### src/rtl/alu16_exec_unit.sv
// rtl/alu16_exec_unit.sv - 16-bit ALU execution unit with request handshake and response FIFO
// Results are computed combinationally on accept and queued with their tag and flags.
module alu16_exec_unit #(
  parameter int DEPTH = 4,
  parameter int TAG_W = 4
) (
  input  logic             clk,
  input  logic             rst,
  input  logic             req_valid,
  output logic             req_ready,
  input  logic [15:0]      req_a,
  input  logic [15:0]      req_b,
  input  logic [3:0]       req_sel,
  input  logic [TAG_W-1:0] req_tag,
  output logic             rsp_valid,
  input  logic             rsp_ready,
  output logic [15:0]      rsp_result,
  output logic             rsp_carry,
  output logic             rsp_zero,
  output logic             rsp_ovf,
  output logic             rsp_illegal,
  output logic [TAG_W-1:0] rsp_tag,
  output logic [15:0]      op_count
);

  localparam int PW = (DEPTH > 1) ? $clog2(DEPTH) : 1;
  localparam int EW = TAG_W + 20;
  localparam logic [PW:0] LP_FULL = DEPTH[PW:0];

  // Entry layout: {tag, illegal, ovf, zero, carry, result[15:0]}
  logic [EW-1:0]    r_mem [DEPTH];
  logic [PW-1:0]    r_wr_ptr;
  logic [PW-1:0]    r_rd_ptr;
  logic [PW:0]      r_count;
  logic [15:0]      r_op_count;

  logic [16:0]      w_sum;
  logic [16:0]      w_diff;
  logic [15:0]      w_res;
  logic             w_carry;
  logic             w_ovf;
  logic             w_ill;
  logic             w_push;
  logic             w_pop;
  logic [EW-1:0]    w_head;

  always_comb begin
    w_sum   = {1'b0, req_a} + {1'b0, req_b};
    w_diff  = {1'b0, req_a} - {1'b0, req_b};
    w_res   = 16'h0000;
    w_carry = 1'b0;
    w_ovf   = 1'b0;
    w_ill   = 1'b0;
    case (req_sel)
      4'b0000: begin
        w_res   = w_sum[15:0];
        w_carry = w_sum[16];
        w_ovf   = (req_a[15] == req_b[15]) && (w_sum[15] != req_a[15]);
      end
      4'b0001: begin
        // Bit 16 of the zero-extended difference is the unsigned borrow.
        w_res   = w_diff[15:0];
        w_carry = w_diff[16];
        w_ovf   = (req_a[15] != req_b[15]) && (w_diff[15] != req_a[15]);
      end
      4'b0010: w_res = req_a & req_b;
      4'b0011: w_res = req_a | req_b;
      4'b0100: w_res = req_a ^ req_b;
      4'b0101: w_res = ~req_a;
      4'b0110: begin
        w_res   = {req_a[14:0], 1'b0};
        w_carry = req_a[15];
      end
      4'b0111: begin
        w_res   = {1'b0, req_a[15:1]};
        w_carry = req_a[0];
      end
      4'b1001: w_res = {15'h0000, req_a == req_b};
      4'b1010: w_res = {15'h0000, req_a > req_b};
      4'b1011: w_res = {15'h0000, req_a < req_b};
      default: w_ill = 1'b1;
    endcase
  end

  assign req_ready = !rst && (r_count != LP_FULL);
  assign rsp_valid = (r_count != '0);
  assign w_push    = req_valid && req_ready;
  assign w_pop     = rsp_valid && rsp_ready;
  assign w_head    = r_mem[r_rd_ptr];

  // Empty FIFO presents all-zero response fields, which also covers reset.
  assign rsp_result  = rsp_valid ? w_head[15:0] : 16'h0000;
  assign rsp_carry   = rsp_valid && w_head[16];
  assign rsp_zero    = rsp_valid && w_head[17];
  assign rsp_ovf     = rsp_valid && w_head[18];
  assign rsp_illegal = rsp_valid && w_head[19];
  assign rsp_tag     = rsp_valid ? w_head[EW-1:20] : '0;
  assign op_count    = r_op_count;

  always_ff @(posedge clk) begin
    if (w_push) begin
      r_mem[r_wr_ptr] <= {req_tag, w_ill, w_ovf, (w_res == 16'h0000), w_carry, w_res};
    end
  end

  always_ff @(posedge clk) begin
    if (rst) begin
      r_wr_ptr   <= '0;
      r_rd_ptr   <= '0;
      r_count    <= '0;
      r_op_count <= 16'h0000;
    end else begin
      if (w_push) begin
        r_wr_ptr   <= r_wr_ptr + 1'b1;
        r_op_count <= r_op_count + 16'h0001;
      end
      if (w_pop) begin
        r_rd_ptr <= r_rd_ptr + 1'b1;
      end
      case ({w_push, w_pop})
        2'b10:   r_count <= r_count + 1'b1;
        2'b01:   r_count <= r_count - 1'b1;
        default: r_count <= r_count;
      endcase
    end
  end

endmodule

### config.mk
export PLATFORM = sky130hd
export DESIGN_NAME = alu16_exec_unit
export DESIGN_NICKNAME = d
export VERILOG_FILES = /design/src/rtl/alu16_exec_unit.sv
export SDC_FILE = /design/constraint.sdc
export NUM_CORES = 1
export LEC_CHECK = 0
export ABC_AREA = 0
export CORE_ASPECT_RATIO = 1.2
export CORE_MARGIN = 8
export CORE_UTILIZATION = 52
export DETAILED_ROUTE_END_ITERATION = 8
export HOLD_SLACK_MARGIN = 0.15
export PLACE_DENSITY_LB_ADDON = 0.12
export SLEW_MARGIN = 15
export SYNTH_ARGS = -nofsm -noshare
export SYNTH_HDL_FRONTEND = slang
export SYNTH_SLANG_ARGS = --single-unit
### constraint.sdc
create_clock -name clk -period 3.6 [get_ports clk]
set_input_delay 0.54 -clock clk [delete_from_list [all_inputs] [get_ports clk]]
set_output_delay 0.54 -clock clk [all_outputs]
set_load 0.01 [all_outputs]
Word-level counts from Yosys, hierarchy flattened
Memories as Yosys holds them, arrays and structs flattened. A register that Yosys moved wholly into a read port is not among the register bits.
Index checks and enable logic that the tools add are counted.
{"block": "totals", "n_memories": 1, "mem_bits_rw": 96, "output_inout_bits": 42, "regBits": 23, "elab_cells": 62}
{"block": "op_classes", "n_reduce_logical": 15, "n_lt_le_gt_ge": 2, "add_sub_neg": 7, "n_eq_ne": 18, "n_bitwise": 4, "mux": 11}
{"name": "r_mem", "words": 4, "width": 24, "rd": 1, "rd_ports_with_merged_regs": 1, "wr": 1, "line_no": "31", "source": "logic [EW-1:0] r_mem [DEPTH];"}
{"op": "$pmux 16 s11", "n": 1}
{"op": "$add 16x16->17", "n": 1}
{"op": "$sub 16x16->17", "n": 1}
{"op": "$add 16x1->16 const B", "n": 1}
{"op": "$and 16x16->16", "n": 1}
{"op": "$eq 16x16->1", "n": 1}
{"op": "$eq 4x3->1 const B", "n": 4}
{"op": "$gt 16x16->1", "n": 1}
{"op": "$logic_not 16->1", "n": 1}
{"op": "$lt 16x16->1", "n": 1}
{"op": "$mux 16", "n": 1}
{"op": "$not 16->16", "n": 1}
{"op": "$or 16x16->16", "n": 1}
{"op": "$xor 16x16->16", "n": 1}
{"op": "$eq 4x4->1 const B", "n": 3}
{"op": "$reduce_or 11->1", "n": 1}
{"op": "$logic_and 1x1->1", "n": 9}
{"op": "$eq 4x2->1 const B", "n": 2}
{"op": "$pmux 3 s2", "n": 1}
{"op": "$add 2x1->2 const B", "n": 2}
{"op": "$eq 4x1->1 const B", "n": 1}
{"op": "$logic_not 4->1", "n": 1}
{"op": "$mux 2", "n": 2}
{"op": "$mux 4", "n": 1}
{"op": "13 further kinds", "n": 17}

Logic depth before layout (Yosys ltp)
{"block": "logic_depth", "depth_word": 5, "depth_mapped": 12}

Least setup slack after synthesis
OpenSTA, ideal clock, no wires.
{"block": "synth_timing", "path_kind": "input port to flip-flop", "startpoint": "input req_a[0]", "endpoint": "memory r_mem[0][17] in the netlist's numbering (data pin)", "slack_ns": 0.158, "path_buffers": 0, "cell_stages": 11, "t_arrival_ns": 3.266, "cell_sequence": "ha_1 > fa_1 > a211oi_2 > nor3_1 > a211o_1 > a21bo_1 > or4_1 > or4_1 > nor4_2 > nand4bb_1 > nor3_2"}
{"block": "synth_between", "elab_chain_len": 3, "word_cells_on_any_way": 11, "classes_between": "add/sub (2); order compare (2); eq/ne (1); mux (1); bitwise (4); reduce/logical (1)"}
{"element": "start: declaration", "line_no": "11", "source": "input logic [15:0] req_a,"}
{"element": "$sub 16x16->17 / $add 16x16->17 (equally long branches)", "line_no": "49, 48"}
{"element": "$pmux 16 s11 (*)", "line_no": "54", "source": "case (req_sel)"}
{"element": "via w_res[4]", "line_no": "39", "source": "logic [15:0] w_res;"}
{"element": "$logic_not 16->1 (*)", "line_no": "102", "source": "r_mem[r_wr_ptr] <= {req_tag, w_ill, w_ovf, (w_res == 16'h0000), w_carry, w_res};"}
{"element": "end: declaration", "line_no": "31"}
The timed path passes the listed nets; every way through them passes the cells marked *.

Final worst setup path
{"block": "layout_timing", "startpoint": "input req_a[2]", "endpoint": "memory r_mem[2][17] in the netlist's numbering (data pin)"}
Same word-level chain as after synthesis.

==> key figures <==
Critical path
  • Crit path required time: 3.82 ns
  • Slowest cell on crit path: or4_4
  • Crit path cell chain: clkdlybuf4s50_1, inv_1, ha_4, a211oi_4, buf_4, o21ai_0, o2111ai_1, a21bo_1, or4_4, or4_4, nor4_4, nand4bb_1, nor3_2
  • CP arrival: 3.66 ns
  • Most used cell, CP: or4_4
  • Flop2flop setup slack: 0.96 ns
  • Critical path class: in -> reg
  • Startpoint type of the worst setup path: input port
  • CP peak stage delay: 0.56 ns
  • Worst setup EP type: flip-flop
  • Crit path max fanout: 5

STA
  • Fmax: 0.2904 GHz
  • Max-Slew Margin vs Limit: 26.97%
  • Final-report max-slew violation count: 0
  • Final clock skew: 0.006096 ns
  • Actual slew at the worst max-slew pin: 1.085 ns
  • Tmin final: 3.443 ns
  • WHS: 0.5060 ns
  • RSZ-0062 raised after global routing: false
  • Tcrit/Tclk final: 95.65%
  • Setup WS post-layout: 0.1566 ns
  • Final Hold Viols: 0
  • Setup-failing EPs final: 0

Power
  • PD cells: 470.6 nW/um^2
  • Power Total: 5.093 mW
  • P_leak: 4.295 nW
  • Peak VDD IR: 0.0003572 V

Clock tree
  • CTS sink cnt: 121
  • CTS tree: built
  • Root Buffer: clkbuf_16
  • Later-pin clock latency in the skew report: 0.40 ns
  • Clock Pin Slew Worst Setup and Hold Paths: 0.05 ns
  • CTS H-Tree Depth: 4
  • Clock tree buffer depth: 2
  • CTS Buf Count: 17
  • Hold_buf cts: 0

Cells and area
  • Synthesis-to-finish area growth: 35.64%
  • Final-stage net count: 1082
  • Total inserted antenna cells: 0
  • Share of cells above drive strength 1: 24.07%
  • Final Instance Area: 10820 sq um
  • Post-layout util: 72.05%

Placed design
  • Place WS: -0.6481 ns
  • Final Wtd Congestion: 0.9917
  • # port buffers: 85
  • Dpl cell area: 10080 sq um
  • Hpwl dp: 18700 um

GRT
  • Tot GR Track Use: 26.18%
  • Number of antenna violations at the first check in global routing: 0
  • GR Overflow Total: 0
  • First-pass GRT wire length: 39690 um
  • Largest net degree at the start of global routing: 27
  • Vias in the first global route: 7396

Synthesis
  • Area contributors post-synth: edfxtp_1, ha_1, mux4_2, dfxtp_1, nor2_1
  • Number of enable flip-flop cells after synthesis: 96
  • Synth Instances: 769
  • Post-synth ARST share: 0%
  • FF+latch count, synth: 121
  • Synthesized area: 7979 sq um
  • Synthesized net count: 870
  • Synth top cells by count: edfxtp_1, nor2_1, ha_1, inv_1, nand2_1
  • Top-count cell post-synth: edfxtp_1
  • Syn Area/Cell: 10.38 sq um
  • Sequential share of the synthesized area: 42.40%
  • Yosys cell types: 74
  • Ys flop type: edfxtp_1
  • Synth area leader: edfxtp_1
  • Yosys warnings: 0
  • Post-synth top area share: 36.13%

Die
  • # IOs: 86
  • Die Height: 151.7 um
  • Core Region: 15020 sq um
  • Initial core utilization: 53.12%
  • Die area: 19580 sq um
  • # rows: 49
  • Die W: 129.1 um

Drt
  • Total wire length: 25130 um
  • Via total after detailed routing: 7258
  • Pre-Repair DR Iteration Count: 8
  • Drt drc: 0
  • DR WL/cell: 20.99 um
  • Detail-routed via count per cell: 6.063
  • DR iter-0 viols: 661
  • Post-route ant nets: 0

Hold path
  • Worst hold path class: reg -> reg

Flow run
  • Number of max-cap violations: 0

Outcome
  • Status: finished, final reports clean
## metal layers
layer | routed length, um | global-route usage [%] | share of wire (%) | vias up
li1 | - | - | - | 3315
met4 | 886 | 10.65 | 3.5 | 0
met5 | 0 | 0 | 0 | -
met3 | 1500 | 4.307 | 6.0 | 63
met1 | 10080 | 31.20 | 40 | 3523
met2 | 12660 | 46.06 | 50 | 357
## layout by cell type, fill, tap and decap left out, types with 4 or more instances in the layout
master | Yosys | routed
a211o_1 | 7 | 7
a211oi_1 | 8 | 7
a21o_1 | 9 | 9
a21oi_1 | 31 | 30
a221oi_1 | 7 | 7
a22oi_1 | 4 | 4
a2bb2oi_1 | 4 | 4
a31oi_1 | 6 | 6
and2_1 | 27 | 27
and3_1 | 8 | 8
buf_4 | 1 | 153
clkbuf_16 | 0 | 17
clkdlybuf4s50_1 | 0 | 80
clkinv_1 | 0 | 4
dfxtp_1 | 25 | 25
edfxtp_1 | 96 | 96
ha_1 | 54 | 47
ha_4 | 0 | 5
inv_1 | 53 | 53
mux2i_1 | 7 | 7
mux4_2 | 25 | 25
nand2_1 | 47 | 47
nand2b_1 | 15 | 14
nand3_1 | 16 | 16
nand4_1 | 8 | 8
nor2_1 | 68 | 66
nor2b_1 | 9 | 8
nor3_1 | 19 | 17
nor4_1 | 7 | 7
nor4bb_1 | 5 | 5
o2111ai_1 | 5 | 4
o211ai_1 | 13 | 13
o21ai_0 | 31 | 28
o221ai_1 | 6 | 6
o22ai_1 | 4 | 4
o311a_1 | 4 | 4
or3_1 | 8 | 8
xnor2_1 | 7 | 7
xor2_1 | 14 | 14
## final timing paths
check	startpoint	to	cells past startpoint
worst max-delay path	req_a[2]	r_mem[2][17]	13
worst min-delay path	op_count[7]	op_count[7]	2
worst max register to register	r_count[0]	r_count[2]	8
worst min register to register	op_count[7]	op_count[7]	2
## critical path: cells and delay by family
family	cells	cell delay, ns
buf+inv	3	0.71
fa+ha+maj	1	0.34
simple gates	5	1.47
compound gates	4	0.61
## through the flow
stage          std cells  TNS, ns
2_1_floorplan        769        0
3_3_place_gp        1164   -6.490
3_5_place_dp        1164   -7.512
4_1_cts             1196        0
5_1_grt             1197        0
6_report            1197        0
## what timing repair did
action / 4_1_cts / 5_1_grt
endpoints found under the hold margin: 0 / 0
setup endpoints to repair: 4 / 4
cloned: 0 / 0
buffers inserted: 1 / 1
pin swaps: 6 / 9
gates resized for setup: 22 / 25
## cell families (layout without fill, tap and decap cells)
family | Yosys count | after routing | synth area share, %
flops | 121 | 121 | 42.40
buf+inv | 102 | 326 | 5.081
mux | 33 | 33 | 8.076
fa+ha+maj | 57 | 57 | 9.221
compound gates | 177 | 177 | 15.84
xor+xnor | 21 | 21 | 2.305
simple gates | 258 | 258 | 17.08
## registers in the layout, summed over array words and instances (netlist names), named ones only
name / count
op_count: 16
r_mem: 96
r_rd_ptr: 2
r_wr_ptr: 2
r_count: 3
## final cells by class
type,count,area [sq um]
multi-input cells,546,4365
well taps,204,255.2
repair buffers,241,2049
clock buffers,20,436.7
flip-flops and latches,121,3383
clock inverters,11,130.1
fillers,1066,4198
inverters,54,202.7
## power breakdown
| group | internal, mW | switching [mW] | leakage [nW] |
|---|---|---|---|
| clock network | 1.07 | 0.543 | 0.270 |
| registers | 1.62 | 0.0469 | 1.09 |
| logic | 0.919 | 0.895 | 2.94 |
Power figures use the tool's default switching activity.
